--- src/rtl/imem_loader_pkg.sv ---
// imem_loader_pkg: shared state encoding and framing constants for the imem loader
package imem_loader_pkg;
  typedef enum logic [2:0] {IDLE, HDR0, HDR1, DATA, CHK, DONE, ERR} state_t;
  localparam int HDR_BYTES = 2;
  localparam int WORD_BYTES = 4;
endpackage

--- src/rtl/imem_loader_word_asm.sv ---
// imem_loader_word_asm: shifts bytes LSB-first into a 32-bit word and pulses done one cycle after the 4th byte
module imem_loader_word_asm
  import imem_loader_pkg::*;
(
  input  logic        clk,
  input  logic        rst,
  input  logic        clr,
  input  logic        en,
  input  logic [7:0]  data,
  output logic [31:0] word,
  output logic        last,
  output logic        done
);
  logic [$clog2(WORD_BYTES)-1:0] idx;
  assign last = idx == ($clog2(WORD_BYTES))'(WORD_BYTES - 1);
  // byte shift register, byte index and registered word-complete strobe
  always_ff @(posedge clk) begin
    if (rst || clr) begin
      idx  <= '0;
      word <= '0;
      done <= 1'b0;
    end else begin
      done <= en && last;
      if (en) begin
        word <= {data, word[31:8]};
        idx  <= idx + 1'b1;
      end
    end
  end
endmodule

--- src/rtl/imem_loader.sv ---
// imem_loader: byte-stream program loader into imem; IMEM_LOADER_CHECKSUM_EN adds a trailing checksum byte
module imem_loader
  import imem_loader_pkg::*;
#(
  parameter int          ADDR_W      = 11,
  parameter logic [31:0] BASE_ADDR   = 32'h0,
  parameter int          TIMEOUT_CYC = 1_000_000
) (
  input  logic        clk,
  input  logic        rst,
  input  logic        i_start,
  input  logic        i_rx_valid,
  input  logic [7:0]  i_rx_data,
  output logic        o_rx_ready,
  output logic        o_wr_en,
  output logic [31:0] o_wr_addr,
  output logic [31:0] o_wr_data,
  output logic        o_busy,
  output logic        o_done,
  output logic        o_error,
  output logic        o_cpu_rst
);
  state_t state, nxt, hdr_nxt, data_nxt, chk_nxt;
  logic [8*HDR_BYTES-1:0] n, hdr;
  logic [ADDR_W:0] wcnt, widx;
  logic [31:0] idle, word;
  logic xfer, start_ok, tmo, asm_en, last, wdone;
`ifdef IMEM_LOADER_CHECKSUM_EN
  logic [7:0] sum;
  localparam state_t FIN = CHK;
`else
  localparam state_t FIN = DONE;
`endif
  assign o_busy     = state inside {HDR0, HDR1, DATA, CHK};
  assign o_rx_ready = o_busy;
  assign o_done     = state == DONE;
  assign o_error    = state == ERR;
  assign o_cpu_rst  = !(state inside {IDLE, DONE});
  assign xfer       = i_rx_valid && o_rx_ready;
  assign start_ok   = i_start && state inside {IDLE, DONE, ERR};
  assign tmo        = o_busy && !xfer && idle == 32'(TIMEOUT_CYC - 1);
  assign asm_en     = xfer && state == DATA;
  assign hdr        = {i_rx_data, n[8*HDR_BYTES-1:8]};
  assign o_wr_en    = wdone;
  assign o_wr_addr  = wdone ? BASE_ADDR + 32'({widx, 2'b00}) : 32'h0;
  assign o_wr_data  = wdone ? word : 32'h0;
  imem_loader_word_asm u_asm (
    .clk (clk),
    .rst (rst),
    .clr (start_ok || tmo),
    .en  (asm_en),
    .data(i_rx_data),
    .word(word),
    .last(last),
    .done(wdone)
  );
  // next-state selection: start, then timeout, then byte-driven advance
  always_comb begin
    hdr_nxt  = hdr == '0 ? DONE : 32'(hdr) > (32'd1 << ADDR_W) ? ERR : DATA;
    data_nxt = (last && 32'(wcnt) + 32'd1 == 32'(n)) ? FIN : DATA;
`ifdef IMEM_LOADER_CHECKSUM_EN
    chk_nxt  = i_rx_data == sum ? DONE : ERR;
`else
    chk_nxt  = ERR;
`endif
    nxt = start_ok ? HDR0 : tmo ? ERR : !xfer ? state :
          state == HDR0 ? HDR1 : state == HDR1 ? hdr_nxt :
          state == DATA ? data_nxt : state == CHK ? chk_nxt : state;
  end
  // state, header count, word counters, idle timer and running checksum
  always_ff @(posedge clk) begin
    if (rst) begin
      state <= IDLE;
      n     <= '0;
      wcnt  <= '0;
      widx  <= '0;
      idle  <= '0;
`ifdef IMEM_LOADER_CHECKSUM_EN
      sum   <= '0;
`endif
    end else begin
      state <= nxt;
      idle  <= (xfer || start_ok) ? 32'h0 : o_busy ? idle + 32'd1 : idle;
      if (start_ok) begin
        wcnt <= '0;
        widx <= '0;
`ifdef IMEM_LOADER_CHECKSUM_EN
        sum  <= '0;
`endif
      end else begin
        if (xfer && state inside {HDR0, HDR1}) n <= hdr;
        if (asm_en && last) wcnt <= wcnt + 1'b1;
        if (wdone) widx <= widx + 1'b1;
`ifdef IMEM_LOADER_CHECKSUM_EN
        if (asm_en) sum <= sum + i_rx_data;
`endif
      end
    end
  end
endmodule

--- config.mk ---
export PLATFORM = sky130hd
export DESIGN_NAME = imem_loader
export DESIGN_NICKNAME = d
export VERILOG_FILES = /design/src/rtl/imem_loader_pkg.sv /design/src/rtl/imem_loader_word_asm.sv /design/src/rtl/imem_loader.sv
export SDC_FILE = /design/constraint.sdc
export NUM_CORES = 1
export LEC_CHECK = 0
export ABC_AREA = 0
export BUFFER_PORTS_ARGS = -buffer_cell sky130_fd_sc_hd__buf_2
export CORE_UTILIZATION = 55
export DETAILED_ROUTE_END_ITERATION = 10
export HOLD_SLACK_MARGIN = 0.08
export PLACE_DENSITY = 0.79
export REMOVE_ABC_BUFFERS = 1
export SLEW_MARGIN = 20
export SYNTH_ARGS = -nofsm -noshare
export SYNTH_HDL_FRONTEND = slang
export SYNTH_SLANG_ARGS = --single-unit
--- constraint.sdc ---
create_clock -name clk -period 2.3 [get_ports clk]
set_clock_uncertainty 0.05 [all_clocks]
set_input_delay 0.46 -clock clk [delete_from_list [all_inputs] [get_ports clk]]
set_output_delay 0.46 -clock clk [all_outputs]
set_load 0.005 [all_outputs]
==> run metrics <==
status completed; hpwl dp 8714 um; worst skew pair latency 0.38 ns; Slew headroom 0.6492; Finish-stage setup viols 0; Crit Path Class flip-flop to flip-flop; clk slew on worst S/H paths 0.11 ns; vias in the first global route 4309; GR Overflow Total 0; DR pass1 iterations 4; drt total wl 12080 um; IO buf count 61; crit share post-route 0.9691; Placed Area 5922 um2; global-route wire length before repair 19440 um; WL/cell 13.89 um; Vias/cell 5.431; Top FF cell, synth dfxtp_1; aggregate global-route resource usage 0.2349; CP arrival 2.49 ns; DR iter-0 viols 211; CTS resizes 0; Pins Over Slew Limit 0; final setup TNS 0 ns; Post-Synthesis Cell Area 5519 um2; Synth Register Bits 110; pwr dens 565.3 nW/um2; crit path time final 2.229 ns; Clock Root Buffer clkbuf_8; Total Die Area 10440 um2; # IOs 82; Critical Path RT 2.56 ns; Hold Vio Cnt, Final 0; CTS tree built; FP Rows 36; post-route worst setup slack 0.07110 ns; Final ANT Viol Nets 0; worst hold path type input port to flip-flop; # nets final 748; Yosys cell types 55; design area 6126 um2; CTS buffer count 9; drt drc 0; critical path fanouts, max 26; Area growth syn-to-layout 11.00%; RePlAce Congestion 0.9269; Startpoint Class flip-flop; Max-Cap Viols 0; H-Tree Depth 3; antenna violations before repair 0; cts hold-fix bufs 0; die extent in y 102.2 um; ANT cells 0; largest net degree at the start of global routing 39; layout cells sized above 1 0.1493; Yosys warnings 0; total number of vias 4725; number of synthesized flops with an enable pin 0; CP endpoint kind flip-flop; Post CTS Setup Buffer Count 0; sequential element share of the synthesized area 0.3990; clock sinks 110; RSZ-0062 raised after global routing false; Worst Tran Pin Value 0.5214 ns; Fmax 0.4487 GHz; Synth Instances 681; width of the die 102.2 um; syn avg cell area 8.104 um2; Leakage 0.002281 uW; Initial Util 0.5673; dpl ws 0.1001 ns; core region area 9729 um2; Post-synth ARST share 0; maximum vdd ir drop 0.3661 mV; CTS max path bufs 2
[synth_stat cells, types with 3 or more instances]
master,instances,share of area
ha_1,4,0.0091
mux2i_1,17,0.031
nand2b_1,6,0.0068
inv_1,10,0.0068
nand2_1,99,0.067
nor2_1,81,0.055
a21oi_1,51,0.046
and3_1,11,0.012
nand4_1,15,0.017
clkbuf_1,21,0.014
nand3_1,24,0.022
o21a_1,4,0.0054
dfxtp_1,110,0.40
a2111oi_0,3,0.0048
nor4_1,8,0.0091
xor2_1,27,0.043
buf_2,9,0.0082
a21o_1,3,0.0041
nor3_1,11,0.010
or3_1,10,0.011
buf_1,3,0.0020
and2_1,47,0.053
buf_4,24,0.033
xnor2_1,32,0.051
o21ai_0,14,0.013
[worst max-delay path, stage by stage, from the launching register on]
cell and delay (ns):
dfxtp_1 0.54, buf_4 0.22, nor3b_1 0.07, o21bai_1 0.17, a21oi_1 0.40, nand2_1 0.32, buf_12 0.25, a21oi_1 0.13
[layout make-up]
class / instances / area (um2)
fill: 846 / 3603
multi-input combinational: 523 / 3055
inverter: 10 / 37.54
timing repair buffer: 78 / 470.5
sequential: 110 / 2206
clock inverter: 6 / 62.56
tap: 133 / 166.4
clock buffer: 10 / 127.6
[worst paths after layout]
kind	from	endpoint	slack (ns)	cells after the start
min reg2reg	u_asm.word[29]	u_asm.word[21]	0.41	2
min	i_rx_data[0]	u_asm.word[24]	0.30	3
max	state[1]	idle[21]	0.07	7
max reg2reg	state[1]	idle[21]	0.07	7
[layout by cell type (no fill, tap or decap), types with 4 or more instances in the layout]
cell type  count
dfxtp_1      107
nand2_1       99
nor2_1        81
buf_2         61
a21oi_1       51
and2_1        47
xnor2_1       32
xor2_1        27
nand3_1       24
conb_1        20
mux2i_1       17
nand4_1       15
o21ai_0       14
buf_4         14
and3_1        11
inv_1         10
or3_1         10
nor3_1         9
clkbuf_8       9
nor4_1         8
nand2b_1       6
o21a_1         4
[layer usage]
| layer | GRT usage | share of wire | vias to the layer above | wire length, um |
|---|---|---|---|---|
| met5 | 0 | 0 | - | 0 |
| met4 | 0.08791 | 0.019 | 0 | 231 |
| met3 | 0.02873 | 0.035 | 22 | 421 |
| met2 | 0.4239 | 0.51 | 105 | 6131 |
| met1 | 0.2853 | 0.44 | 2242 | 5298 |
| li1 | - | - | 2356 | - |
[power by group]
part / switching (uW) / total, uW / leakage (uW) / internal, uW
clock network: 714 / 1140 / 0.0000961 / 424
registers: 35.3 / 1970 / 0.000888 / 1930
logic: 221 / 360 / 0.00130 / 139
total: 971 / 3460 / 0.00228 / 2490
[stage by stage]
stage / hold slack [ns] / total power, uW / utilization / cells
final: 0.2994 / 3463 / 0.6296 / 870
after global routing: 0.3019 / 3587 / 0.6296 / 870
after CTS: 0.2987 / 3467 / 0.6282 / 870
after detailed placement: 0.4004 / 2362 / 0.6087 / 854
after global placement: 0.3898 / 2351 / 0.6087 / 854
after floorplan: 0.3817 / 2219 / - / 643
[registers in the layout, indices dropped and copies added (netlist names)]
signal / cells
idle: 32
n: 16
state: 3
u_asm.done: 1
u_asm.idx: 2
u_asm.word: 32
wcnt: 12
widx: 12
[cells by family (layout without fill, tap and decap cells)]
family,Yosys count,after routing,share of synthesized area
adder cells (fa/ha/maj),4,4,0.009069
flip-flops,110,110,0.3990
XOR/XNOR,59,59,0.09363
other,1,20,0.0006795
AO/OA/AOI/OAI,94,94,0.1036
multiplexers,18,18,0.03287
AND/OR/NAND/NOR,328,328,0.2972
buffers and inverters,67,104,0.06393
Note: power is estimated with default switching activity, not from simulation.
